--- src/rtl/gst_snd_dma.sv ---
// gst_snd_dma: STE DMA sound frame registers and word-fetch sequencer feeding the shifter FIFO
module gst_snd_dma #(
    parameter int LOAD_LEN = 4
) (
    input  logic        clk32,
    input  logic        resb,
    input  logic        CS,
    input  logic [6:1]  A,
    input  logic [15:0] DIN,
    input  logic        RW,
    output logic [15:0] DOUT,
    input  logic        SLOT,
    input  logic        SREQ,
    output logic        SLOAD_N,
    output logic [23:1] sndadr,
    output logic        sint,
    output logic        frame_end
);
    typedef enum logic [1:0] {S_IDLE, S_LOAD, S_ADV} state_t;

    state_t      r_state, w_next;
    logic        r_cs_d, r_play, r_loop, r_lreq, r_fe;
    logic [23:0] r_start, r_end, r_cur, r_endl;
    logic [23:1] r_adr;
    logic [3:0]  r_cnt;
    logic        w_wr, w_rise, w_go, w_adv, w_hit, w_reload, w_latch, w_empty, w_load_done;
    logic [23:0] w_nxt;
    logic [7:0]  w_rd;

    assign w_wr        = CS & ~RW & ~r_cs_d;
    assign w_rise      = w_wr & (A == 6'd0) & DIN[0] & ~r_play;
    assign w_go        = (r_state == S_IDLE) & r_play & ~r_lreq & SREQ & SLOT;
    assign w_adv       = r_state == S_ADV;
    assign w_nxt       = r_cur + 24'd2;
    assign w_hit       = w_adv & (w_nxt == r_endl);
    assign w_reload    = w_hit & r_play & r_loop;
    assign w_latch     = r_lreq | w_reload;
    assign w_empty     = w_latch & (r_start == r_end);
    assign w_load_done = r_cnt == 4'(LOAD_LEN - 1);

    assign sndadr    = r_adr;
    assign sint      = r_play;
    assign frame_end = r_fe;
    assign DOUT      = (CS & RW) ? {8'h00, w_rd} : 16'h0000;

    // fetch sequencer state register; reset aborts any fetch in flight
    always_ff @(posedge clk32 or negedge resb) begin
        if (!resb) r_state <= S_IDLE;
        else       r_state <= w_next;
    end

    // next state and fetch strobe
    always_comb begin
        w_next  = r_state;
        SLOAD_N = 1'b1;
        case (r_state)
            S_IDLE: w_next = w_go ? S_LOAD : S_IDLE;
            S_LOAD: begin
                SLOAD_N = 1'b0;
                w_next  = w_load_done ? S_ADV : S_LOAD;
            end
            S_ADV:   w_next = S_IDLE;
            default: w_next = S_IDLE;
        endcase
    end

    // strobe length counter and address capture so sndadr cannot move mid-fetch
    always_ff @(posedge clk32 or negedge resb) begin
        if (!resb) begin
            r_cnt <= '0;
            r_adr <= '0;
        end else begin
            r_cnt <= (r_state == S_LOAD) ? r_cnt + 4'd1 : 4'd0;
            if (w_go) r_adr <= r_cur[23:1];
        end
    end

    // CPU registers, frame latch and counter advance; a CPU control write overrides the sequencer
    always_ff @(posedge clk32 or negedge resb) begin
        if (!resb) begin
            r_cs_d  <= 1'b0;
            r_lreq  <= 1'b0;
            r_fe    <= 1'b0;
            r_play  <= 1'b0;
            r_loop  <= 1'b0;
            r_start <= '0;
            r_end   <= '0;
            r_cur   <= '0;
            r_endl  <= '0;
        end else begin
            r_cs_d <= CS;
            r_lreq <= w_rise;
            r_fe   <= w_hit | w_empty;
            if (w_adv) r_cur <= w_nxt;
            if (w_hit & ~w_reload) r_play <= 1'b0;
            if (w_latch) begin
                r_cur  <= r_start;
                r_endl <= r_end;
            end
            if (w_empty) r_play <= 1'b0;
            if (w_wr) begin
                case (A)
                    6'd0: begin
                        r_play <= DIN[0];
                        r_loop <= DIN[1];
                    end
                    6'd1:    r_start[23:16] <= DIN[7:0];
                    6'd2:    r_start[15:8]  <= DIN[7:0];
                    6'd3:    r_start[7:0]   <= {DIN[7:1], 1'b0};
                    6'd7:    r_end[23:16]   <= DIN[7:0];
                    6'd8:    r_end[15:8]    <= DIN[7:0];
                    6'd9:    r_end[7:0]     <= {DIN[7:1], 1'b0};
                    default: ;
                endcase
            end
        end
    end

    // register read mux
    always_comb begin
        w_rd = 8'h00;
        case (A)
            6'd0:    w_rd = {6'b0, r_loop, r_play};
            6'd1:    w_rd = r_start[23:16];
            6'd2:    w_rd = r_start[15:8];
            6'd3:    w_rd = {r_start[7:1], 1'b0};
            6'd4:    w_rd = r_cur[23:16];
            6'd5:    w_rd = r_cur[15:8];
            6'd6:    w_rd = {r_cur[7:1], 1'b0};
            6'd7:    w_rd = r_end[23:16];
            6'd8:    w_rd = r_end[15:8];
            6'd9:    w_rd = {r_end[7:1], 1'b0};
            default: w_rd = 8'h00;
        endcase
    end
endmodule

--- config.mk ---
export PLATFORM = sky130hd
export DESIGN_NAME = gst_snd_dma
export DESIGN_NICKNAME = d
export VERILOG_FILES = /design/src/rtl/gst_snd_dma.sv
export SDC_FILE = /design/constraint.sdc
export NUM_CORES = 1
export LEC_CHECK = 0
export ABC_AREA = 1
export BUFFER_PORTS_ARGS = -buffer_cell sky130_fd_sc_hd__buf_2
export CORE_MARGIN = 2
export CORE_UTILIZATION = 25
export DETAILED_ROUTE_END_ITERATION = 7
export PLACE_DENSITY = 0.36
export SKIP_LAST_GASP = 1
export SYNTH_ARGS = -nofsm -noshare
export SYNTH_HDL_FRONTEND = slang
export SYNTH_SLANG_ARGS = --single-unit
--- constraint.sdc ---
create_clock -name clk32 -period 2.5 [get_ports clk32]
set_clock_uncertainty 0.05 [all_clocks]
set_input_delay 0.375 -clock clk32 [delete_from_list [all_inputs] [get_ports clk32]]
set_output_delay 0.375 -clock clk32 [all_outputs]
set_load 0.005 [all_outputs]
==> flow_metrics.py, run 1 <==
metrics = {
    "status": {
        "outcome": "finished, violations left",
        "failed_checks": "setup timing",
    },
    "detailed_routing": {
        "drt-wirelength-per-cell_um": 18.6,
        "antenna_left": 0,
        "drt_first_iter_violations": 608,
        "drt-pass1-iter-count": 5,
        "post-route-drc-count": 0,
        "viasPerCell": 4.48,
        "routed_wirelength_mm": 30.0,
        "vias": 7238,
    },
    "global_routing": {
        "grt_pass1_wl_mm": 44.8,
        "leftover_overflow_at_the_end_of_global_routing": 0,
        "grtUsageTotal": 0.198,
        "vias_in_the_first_global_route": 7027,
        "number_of_antenna_violations_at_the_first_check_in_global_routing": 0,
        "grt_start_max_net_pins": 48,
    },
    "setup_path": {
        "criticalPathCategory": "register to register",
        "cp-end-kind": "register",
        "critical_path_startpoint_category": "register",
        "crit_path_max_fanout": 8,
        "worstPathRequired_ps": 2770,
        "cp.arrival_ps": 2840,
    },
    "clocking": {
        "clock_latency_ps": 430,
        "cts_tree": "yes",
        "htree_levels": 4,
        "clk_pin_slew_ps": 70,
        "cts.path.max_buffers": 2,
        "cts_root_buffer": "sky130_fd_sc_hd__clkbuf_16",
        "clkSinkCount": 126,
        "cts-buffers-inserted": 17,
    },
    "floorplan": {
        "chipHeight_um": 175,
        "die_outline_area_mm2": 0.0307,
        "floorplan.core_area_mm2": 0.0288,
        "die_width_um": 175,
        "fp-row-count": 62,
        "initial_core_util": 0.254,
        "io-pin-count": 70,
    },
    "worst_hold_path": {
        "min-delay-path-class": "primary input to register",
    },
    "finish": {
        "drive_gt1_frac": 0.284,
        "layout.core_utilization": 0.356,
        "finish.net_count": 1248,
        "area_delta_synth_final_pct": 39.9,
        "instances_no_fill": 1615,
        "antennaDiodeCount": 0,
    },
    "synth": {
        "seq_area_frac_synth": 0.430,
        "synth_async_sr_flop_share": 1.00,
        "ys_seq_elements": 126,
        "synth.avg_cell_area_um2": 7.14,
        "synth_area_mm2": 0.00732,
        "synth_top_cell_area_share": 0.430,
        "synth.cells.most_frequent": "356 x sky130_fd_sc_hd__nand2_1, 126 x sky130_fd_sc_hd__dfrtp_1, 126 x sky130_fd_sc_hd__inv_1, 86 x sky130_fd_sc_hd__nand3_1, 79 x sky130_fd_sc_hd__o21ai_0",
        "synth-edff-count": 0,
        "post-synth-top-count-cell": "sky130_fd_sc_hd__nand2_1",
        "post_synthesis_instance_total": 1026,
        "yosysWarnings": 0,
        "synth.area.top_cells": "sky130_fd_sc_hd__dfrtp_1 43%, sky130_fd_sc_hd__nand2_1 18%, sky130_fd_sc_hd__inv_1 6.5%",
        "synth_top_flop_cell": "sky130_fd_sc_hd__dfrtp_1",
        "yosys.cell_types.count": 39,
        "cell_type_contributing_the_most_total_cell_area_after_synthesis": "sky130_fd_sc_hd__dfrtp_1",
    },
    "timing": {
        "finalMaxSlewViolations": 0,
        "worst_setup_slack_final_ps": -72.1,
        "max_freq_mhz": 389,
        "timing.final.crit_period_ps": 2570,
        "final.hold.worst_slack_ps": 28.2,
        "rsz_0062_raised_after_global_routing": "yes",
        "fin_hold_viols": 0,
        "setup_viol": 27,
        "post-route-period-util": 1.03,
    },
    "pwr": {
        "ir_worst_vdd_mv": 0.356,
        "p_per_area_mw_per_mm2": 533,
        "leakage_uw": 0.00511,
        "p_total_uw": 5460,
    },
    "placed_design": {
        "place.detailed.hpwl_mm": 22.5,
        "dp.cells": 1564,
        "placement.setup.worst_slack_ps": -236,
        "gp_congestion": 0.923,
        "numPortBuffers": 53,
    },
    "flow_run": {
        "number_of_max_cap_violations": 0,
    },
}
[flip-flops by register name, indices dropped and copies added, names as in the netlist]
register and cells:
frame_end 1, r_cnt 4, r_cs_d 1, r_cur 23
r_end 23, r_endl 23, r_loop 1, r_lreq 1
r_start 23, r_state 2, sint 1, sndadr 23
[kinds of logic after synthesis]
group / count (synthesis) / share of synthesized area
other cells: 1 / 0.000512
xor+xnor: 25 / 0.0318
buf+inv: 168 / 0.0963
flops: 126 / 0.430
fa+ha+maj: 2 / 0.00342
simple gates: 565 / 0.329
compound gates: 139 / 0.109
[report_power, final]
| group | leakage [uW] | total [uW] | switching [uW] | internal, uW |
|---|---|---|---|---|
| sequential | 0.00173 | 2230 | 109 | 2120 |
| clock | 0.000286 | 2580 | 1060 | 1510 |
| combinational | 0.00309 | 650 | 381 | 269 |
[area by class of cell]
class / count / area, um2
multi-input combinational: 739 / 3910
tap: 384 / 480
clock inverter: 14 / 156
clock buffer: 18 / 439
fill: 3129 / 18500
timing repair buffer: 207 / 1610
sequential: 126 / 3160
inverter: 127 / 484
[per-layer routing]
metal  wire [um]  vias up  global-route usage
met1       15700     3372               0.297
met5           0        -                   0
met2       12800      148               0.294
li1            -     3692                   -
met3         810       26              0.0242
met4         591        0              0.0611
[cell usage in the layout (no fill, tap or decap), drive strengths merged, types with 3 or more instances in the layout]
cell type / n
xor2: 9
a31oi: 5
buf: 204
a22oi: 5
nand4: 35
o22ai: 10
clkinvlp: 5
nand3: 89
o221ai: 3
dfrtp: 126
clkinv: 4
a21oi: 5
inv: 130
xnor2: 15
a221oi: 5
clkbuf: 20
o21ai: 100
conb: 8
nand2: 360
nor3: 4
nor2: 73
[critical path, cell delays in order (launching register included)]
cell	delay (ps)
sky130_fd_sc_hd__dfrtp_2	420
sky130_fd_sc_hd__ha_4	170
sky130_fd_sc_hd__nand2_4	80
sky130_fd_sc_hd__nor2_8	160
sky130_fd_sc_hd__buf_6	130
sky130_fd_sc_hd__nand4_1	170
sky130_fd_sc_hd__nand3_1	160
sky130_fd_sc_hd__nand2_2	70
sky130_fd_sc_hd__nor2_2	130
sky130_fd_sc_hd__nand3_2	90
sky130_fd_sc_hd__nor2_2	120
sky130_fd_sc_hd__nand3_2	120
sky130_fd_sc_hd__nand2_4	150
sky130_fd_sc_hd__buf_12	140
sky130_fd_sc_hd__buf_16	150
sky130_fd_sc_hd__nand2_2	60
sky130_fd_sc_hd__nand2_2	50
sky130_fd_sc_hd__nand2_1	40
[per-stage QoR]
step           instance area [um2]  setup TNS [ps]
6_report                     10200            -758
5_1_grt                      10200           -7610
4_1_cts                       9880            -912
3_5_place_dp                  8940           -8290
3_3_place_gp                  8940           -6560
2_1_floorplan                 7350               0
[final timing paths]
path | start | end | slack (ps) | depth (start not counted)
min in group asynchronous | resb | r_cnt[0] | 400 | 2
max in group asynchronous | resb | r_end[8] | 1380 | 3
worst min register to register | sndadr[13] | sndadr[13] | 430 | 2
worst min-delay path | CS | r_cs_d | 30 | 1
worst max register to register | r_cur[1] | r_cur[6] | -70 | 17
worst max-delay path | r_cur[1] | r_cur[6] | -70 | 17
[what timing repair did]
| action | 4_1_cts | 5_1_grt |
|---|---|---|
| pin swaps | 18 | 15 |
| hold buffers | 1 | 0 |
| setup endpoints to repair | 51 | 54 |
| resized for setup | 60 | 68 |
| setup buffers | 6 | 8 |
| endpoints found under the hold margin | 43 | 0 |
| gates cloned | 2 | 3 |
(Power assumes the default switching activity.)
==> run 2, diff against run 1 <==
--- a/config.mk
+++ b/config.mk
@@ -6,11 +6,11 @@
 export NUM_CORES = 1
 export LEC_CHECK = 0
 export ABC_AREA = 1
-export BUFFER_PORTS_ARGS = -buffer_cell sky130_fd_sc_hd__buf_2
+export BUFFER_PORTS_ARGS = -buffer_cell sky130_fd_sc_hd__clkbuf_2
 export CORE_MARGIN = 2
 export CORE_UTILIZATION = 25
 export DETAILED_ROUTE_END_ITERATION = 7
-export PLACE_DENSITY = 0.36
+export PLACE_DENSITY = 0.52
 export SKIP_LAST_GASP = 1
 export SYNTH_ARGS = -nofsm -noshare
 export SYNTH_HDL_FRONTEND = slang
==> run 2 against run 1 <==
Effect of this change:
- the run still ends with setup timing left
- clock power shrank 3%
- largest power group unchanged
- count of clock-buffer cells in the layout is 1 higher
- die area stayed put
- design area fell by 2.3%
- via count grew 2.9%
- first-iteration DRC count up 13%
- sequential power barely moved
- global-route usage fell by 1.6 points
- critical path depth rose by 3
==> flow_metrics.py, run 2 (synthesis results as in run 1) <==
metrics = {
    "timing": {
        "final.hold.worst_slack_ps": 23.9,
        "finalMaxSlewViolations": 0,
        "fin_hold_viols": 0,
        "post-route-period-util": 1.05,
        "setup_viol": 44,
        "timing.final.crit_period_ps": 2630,
        "worst_setup_slack_final_ps": -128,
        "max_freq_mhz": 380,
        "rsz_0062_raised_after_global_routing": "yes",
    },
    "flow_run": {
        "number_of_max_cap_violations": 0,
    },
    "setup_path": {
        "cpPeakStageDelay_ps": 420,
        "cp-end-kind": "register",
        "crit_chain": "ha_4, nand2_4, nor2_8, nand2_4, nor2_4, nand2_1, nand2_2, nand2_2, nand2_2, nand2_1, nor2_1, nand2_1, nor2_2, nand3_2, nand2_4, buf_6, buf_16, nand2_2, nand2_1, nand2_1",
        "critical_path_startpoint_category": "register",
        "worst_path_max_delay_cell": "sky130_fd_sc_hd__dfrtp_2",
        "cp.arrival_ps": 2900,
        "worstPathRequired_ps": 2770,
        "r2r_cells": 20,
        "crit_path_max_fanout": 8,
        "worst_path_most_repeated_cell": "sky130_fd_sc_hd__nand2_1",
        "criticalPathCategory": "register to register",
    },
    "placed_design": {
        "gp_congestion": 0.928,
        "dpl-instance-area_mm2": 0.00867,
        "place.detailed.hpwl_mm": 20.2,
        "numPortBuffers": 53,
    },
    "clocking": {
        "clkSinkCount": 126,
        "cts-buffers-inserted": 17,
        "cts_root_buffer": "sky130_fd_sc_hd__clkbuf_16",
        "htree_levels": 4,
        "clk_pin_slew_ps": 60,
        "cts_tree": "yes",
        "cts.path.max_buffers": 2,
        "clock_latency_ps": 440,
    },
    "floorplan": {
        "die_width_um": 175,
        "io-pin-count": 70,
        "fp-row-count": 62,
        "chipHeight_um": 175,
        "die_outline_area_mm2": 0.0307,
        "initial_core_util": 0.254,
        "floorplan.core_area_mm2": 0.0288,
    },
    "status": {
        "failed_checks": "setup timing",
        "outcome": "finished, violations left",
    },
    "global_routing": {
        "grt_start_max_net_pins": 46,
        "vias_in_the_first_global_route": 6935,
        "leftover_overflow_at_the_end_of_global_routing": 0,
        "number_of_antenna_violations_at_the_first_check_in_global_routing": 1,
        "grtUsageTotal": 0.182,
        "grt_pass1_wl_mm": 41.6,
    },
    "detailed_routing": {
        "vias": 7447,
        "drt-pass1-iter-count": 5,
        "drt-wirelength-per-cell_um": 17.3,
        "routed_wirelength_mm": 27.5,
        "antenna_left": 0,
        "post-route-drc-count": 0,
        "viasPerCell": 4.70,
        "drt_first_iter_violations": 689,
    },
    "pwr": {
        "leakage_uw": 0.00497,
        "p_per_area_mw_per_mm2": 533,
        "ir_worst_vdd_mv": 0.423,
    },
    "worst_hold_path": {
        "min-delay-path-class": "primary input to register",
        "holdPathStages": 1,
    },
    "finish": {
        "area_delta_synth_final_pct": 36.7,
        "antennaDiodeCount": 0,
        "drive_gt1_frac": 0.260,
        "most_common_library_cell_in_the_layout_ignoring_fill_and_taps": "sky130_fd_sc_hd__nand2_1",
        "layout.core_utilization": 0.348,
        "layout_common_cells": "304 x sky130_fd_sc_hd__nand2_1, 124 x sky130_fd_sc_hd__dfrtp_1, 122 x sky130_fd_sc_hd__inv_1",
        "finish.net_count": 1219,
        "layout.cell_area.non_filler_mm2": 0.0100,
    },
}
run 2: cell types whose count changed in the layout (fill, tap and decap cells not counted), moves of 4 or more:
cell / before / now
sky130_fd_sc_hd__buf_2: 52 / 0
sky130_fd_sc_hd__nand2_2: 32 / 39
sky130_fd_sc_hd__nand3_2: 10 / 4
sky130_fd_sc_hd__nand3_1: 77 / 83
sky130_fd_sc_hd__buf_6: 3 / 8
sky130_fd_sc_hd__clkbuf_2: 0 / 52
sky130_fd_sc_hd__nand2_4: 12 / 17
sky130_fd_sc_hd__nor2_1: 51 / 55
sky130_fd_sc_hd__nand2_1: 315 / 304
sky130_fd_sc_hd__buf_4: 138 / 104
run 2: layer usage:
layer	vias up	GRT usage	part of all wire
met5	-	0	0
met4	0	0.0448	0.017
met3	24	0.0516	0.079
met2	263	0.257	0.41
met1	3515	0.271	0.49
li1	3645	-	-
run 2: worst paths after layout:
path                           from           to  slack (ps)
setup / recovery           r_cur[1]     r_cur[9]        -130
hold / removal                   CS       r_cs_d          20
setup reg to reg           r_cur[1]     r_cur[9]        -130
hold reg to reg            r_cnt[0]     r_cnt[0]         420
max in group asynchronous      resb     r_cur[6]        1420
min in group asynchronous      resb  r_start[19]         380
run 2: worst max-delay path: cells and delay by family (launching register included):
| family | cells | cell delay [ps] |
|---|---|---|
| fa+ha+maj | 1 | 180 |
| simple gates | 17 | 1590 |
| buf+inv | 2 | 280 |
| flops | 1 | 420 |
run 2: per-stage QoR:
step	total power [uW]	cells	setup TNS (ps)	setup WS, ps
floorplan	2510	1033	0	240
global placement	2800	1530	-3670	-211
detailed placement	2810	1530	-5450	-204
CTS	5360	1578	-844	-67.2
global route	5550	1586	-9830	-276
finish	5330	1586	-2860	-128
run 2: report_power, final:
group | total, uW | switching, uW | internal [uW]
clock network | 2510 | 994 | 1520
registers | 2240 | 111 | 2120
logic | 585 | 355 | 231
total | 5330 | 1460 | 3870
run 2: timing repair:
item / in CTS / in global routing
endpoints found under the hold margin: 39 / 0
cloned: 5 / 2
hold buffers: 1 / 0
endpoints found under the setup margin: 50 / 55
gates resized for setup: 54 / 77
pin swaps: 15 / 21
setup buffers: 10 / 8
run 2: final cells by class:
type                       instances  area, um2
sequential                       126       3160
inverter                         127        484
fill                            3113      18800
clock buffer                      19        453
multi-input combinational        739       3850
clock inverter                    13        140
timing repair buffer             178       1440
tap                              384        480
==> run 3, diff against run 2 <==
--- a/config.mk
+++ b/config.mk
@@ -8,9 +8,9 @@
 export ABC_AREA = 1
 export BUFFER_PORTS_ARGS = -buffer_cell sky130_fd_sc_hd__clkbuf_2
 export CORE_MARGIN = 2
-export CORE_UTILIZATION = 25
+export CORE_UTILIZATION = 45
 export DETAILED_ROUTE_END_ITERATION = 7
-export PLACE_DENSITY = 0.52
+export PLACE_DENSITY = 0.75
 export SKIP_LAST_GASP = 1
 export SYNTH_ARGS = -nofsm -noshare
 export SYNTH_HDL_FRONTEND = slang
==> run 3 against run 2 <==
Effect of this change:
- the run still ends with setup timing left
- critical path type unchanged
- sequential cell count unchanged
- critical endpoint is now r_cur[19]
- largest power group unchanged
- wire length is 12% lower
- design area decreased by 5.9%
- worst setup slack lost 36 ps
- sequential share of layout area grew 1.9 points
- power decreased by 0.71%
- count of clock-buffer cells in the layout increased by 2
- worst hold slack better by 15 ps
- combinational power fell by 3.6%
- critical path depth fell by 2
- non-clock buffer count is 13 lower
- cell count decreased by 11%
==> flow_metrics.py, run 3 (synthesis results as in run 1) <==
metrics = {
    "status": {
        "outcome": "finished, violations left",
        "failed_checks": "setup timing",
    },
    "timing": {
        "post-route-period-util": 1.07,
        "timing.final.crit_period_ps": 2660,
        "rsz_0062_raised_after_global_routing": "yes",
        "setup_viol": 41,
        "worst_setup_slack_final_ps": -164,
        "finalMaxSlewViolations": 0,
        "fin_hold_viols": 0,
        "timing_worst_slew_pin_value_ps": 845,
        "max-slew-margin-rel": 0.436,
        "max_freq_mhz": 375,
    },
    "global_routing": {
        "grt_start_max_net_pins": 48,
        "vias_in_the_first_global_route": 7173,
        "number_of_antenna_violations_at_the_first_check_in_global_routing": 0,
        "grt_pass1_wl_mm": 38.9,
        "grtUsageTotal": 0.290,
        "leftover_overflow_at_the_end_of_global_routing": 0,
    },
    "pwr": {
        "power.clock.fraction": 0.473,
        "ir_worst_vdd_mv": 0.511,
        "pwr-share-comb": 0.107,
        "leakage_uw": 0.00478,
        "p_sw_uw": 1390,
        "p_per_area_mw_per_mm2": 562,
        "seq_power_share": 0.421,
        "p_total_uw": 5290,
        "swShare": 0.262,
        "intPower_uw": 3900,
    },
    "floorplan": {
        "die_width_um": 132,
        "die_outline_area_mm2": 0.0173,
        "chipHeight_um": 132,
        "floorplan.core_area_mm2": 0.0159,
        "initial_core_util": 0.461,
        "io-pin-count": 70,
        "fp-row-count": 46,
    },
    "finish": {
        "finish.net_count": 1206,
        "most_common_library_cell_in_the_layout_ignoring_fill_and_taps": "sky130_fd_sc_hd__nand2_1",
        "layout_common_cells": "351 x sky130_fd_sc_hd__nand2_1, 126 x sky130_fd_sc_hd__dfrtp_1, 124 x sky130_fd_sc_hd__inv_1",
        "instances_no_fill": 1405,
        "layout.cell_area.non_filler_mm2": 0.00942,
        "area_delta_synth_final_pct": 28.6,
        "drive_gt1_frac": 0.203,
        "antennaDiodeCount": 0,
    },
    "setup_path": {
        "r2r_cells": 18,
        "cp-end-kind": "register",
        "worst_path_max_delay_cell": "sky130_fd_sc_hd__dfrtp_1",
        "worst_path_most_repeated_cell": "sky130_fd_sc_hd__nand2_1",
        "reg2reg_setup_slack_ps": -160,
        "timing.rr.end": "r_cur[19]",
        "critical_path.reg2reg.startpoint": "r_cur[5]",
        "crit_chain": "buf_4, nand2_1, nor2_4, buf_4, nand4_1, nand2_1, nand2_1, nand2_1, nand2_1, nor2_1, nand2_1, nor2_2, nand3_2, buf_4, buf_8, buf_12, nand4_1, nand2_1",
        "critical_path_startpoint_category": "register",
        "critPathBufInv": 5,
        "worstPathRequired_ps": 2750,
        "criticalPathCategory": "register to register",
        "crit_family": "simple AND/OR/NAND/NOR gates",
        "cp.arrival_ps": 2920,
        "cpPeakStageDelay_ps": 350,
        "crit_path_max_fanout": 20,
    },
    "clocking": {
        "clk_pin_slew_ps": 60,
        "clkSinkCount": 126,
        "htree_levels": 4,
        "clock_latency_ps": 420,
        "cts-buffers-inserted": 17,
        "cts.path.max_buffers": 2,
        "cts_root_buffer": "sky130_fd_sc_hd__clkbuf_16",
        "cts_tree": "yes",
    },
    "worst_hold_path": {
        "min-delay-path-class": "primary input to register",
        "min_delay_worst_endpoint": "r_cs_d",
        "startpoint_of_the_tightest_hold_check_path": "CS",
        "holdPathStages": 1,
    },
    "detailed_routing": {
        "post-route-drc-count": 0,
        "vias": 7469,
        "viasPerCell": 5.32,
        "antenna_left": 0,
        "drt-wirelength-per-cell_um": 17.3,
        "drt_first_iter_violations": 924,
        "drt-pass1-iter-count": 6,
        "routed_wirelength_mm": 24.3,
    },
    "placed_design": {
        "placement.setup.worst_slack_ps": -145,
        "place.detailed.hpwl_mm": 17.7,
        "gp_congestion": 1.01,
        "dp.cells": 1352,
        "dpl-instance-area_mm2": 0.00841,
        "numPortBuffers": 53,
    },
    "flow_run": {
        "number_of_max_cap_violations": 0,
    },
}
==> run 3: cell types whose count changed in the layout (fill, tap and decap cells not counted), moves of 5 or more <==
cell,delta
sky130_fd_sc_hd__buf_6,-7
sky130_fd_sc_hd__clkinvlp_4,-5
sky130_fd_sc_hd__nand2_4,-12
sky130_fd_sc_hd__nand2_1,+47
sky130_fd_sc_hd__buf_4,-5
sky130_fd_sc_hd__nand2_2,-35
==> run 3: layout make-up <==
cell class,count,area [um2]
repair buffers,165,1280
well taps,216,270
fillers,1455,6470
inverters,127,477
clock buffers,21,470
multi-input cells,739,3630
flip-flops and latches,126,3150
clock inverters,11,133
==> run 3: metal layers <==
layer	vias up	wire length (um)	track usage
met1	3458	10400	0.404
met2	352	10900	0.445
li1	3616	-	-
met4	0	714	0.0930
met5	-	0	0
met3	43	2290	0.0702
==> run 3: power by group through the flow <==
stage          registers, uW  clock network, uW  logic, uW
3_3_place_gp            2250                  0        519
2_1_floorplan           2230                  0        283
4_1_cts                 2220               2520        550
6_report                2230               2500        564
3_5_place_dp            2250                  0        526
5_1_grt                 2230               2640        638
==> run 3: worst max-delay path by stage <==
stage | slack [ps] | cells after the start | start | endpoint
CTS | -80 | 20 | r_cur[1] | r_cur[13]
global placement | -50 | 19 | r_cur[1] | r_cur[10]
global route | -310 | 17 | r_cur[6] | r_cur[23]
detailed placement | -140 | 19 | r_cur[1] | r_cur[10]
floorplan | 240 | 18 | r_cur[2] | r_cur[10]
finish | -160 | 18 | r_cur[5] | r_cur[19]
==> run 3: stage by stage <==
stage | hold WS, ps | util | TNS, ps
final | 38.8 | 0.593 | -4190
after global placement | 327 | 0.529 | -382
after floorplan | 29.4 | - | 0
after detailed placement | 326 | 0.529 | -3300
after global routing | 27.3 | 0.593 | -11410
after CTS | 26.1 | 0.586 | -812
==> run 3: worst reg2reg max path: stages, from the launching register on <==
cell,delay (ps)
sky130_fd_sc_hd__dfrtp_1,350
sky130_fd_sc_hd__buf_4,140
sky130_fd_sc_hd__nand2_1,120
sky130_fd_sc_hd__nor2_4,180
sky130_fd_sc_hd__buf_4,150
sky130_fd_sc_hd__nand4_1,130
sky130_fd_sc_hd__nand2_1,130
sky130_fd_sc_hd__nand2_1,60
sky130_fd_sc_hd__nand2_1,150
sky130_fd_sc_hd__nand2_1,70
sky130_fd_sc_hd__nor2_1,100
sky130_fd_sc_hd__nand2_1,60
sky130_fd_sc_hd__nor2_2,120
sky130_fd_sc_hd__nand3_2,120
sky130_fd_sc_hd__buf_4,160
sky130_fd_sc_hd__buf_8,140
sky130_fd_sc_hd__buf_12,150
sky130_fd_sc_hd__nand4_1,80
sky130_fd_sc_hd__nand2_1,90
==> run 3: what timing repair did <==
action / 4_1_cts / 5_1_grt
setup endpoints to repair: 49 / 56
gates resized for setup: 32 / 16
hold endpoints to repair: 36 / 0
gates cloned: 3 / 0
buffers inserted: 12 / 5
pin swaps: 8 / 5
hold buffers: 1 / 0
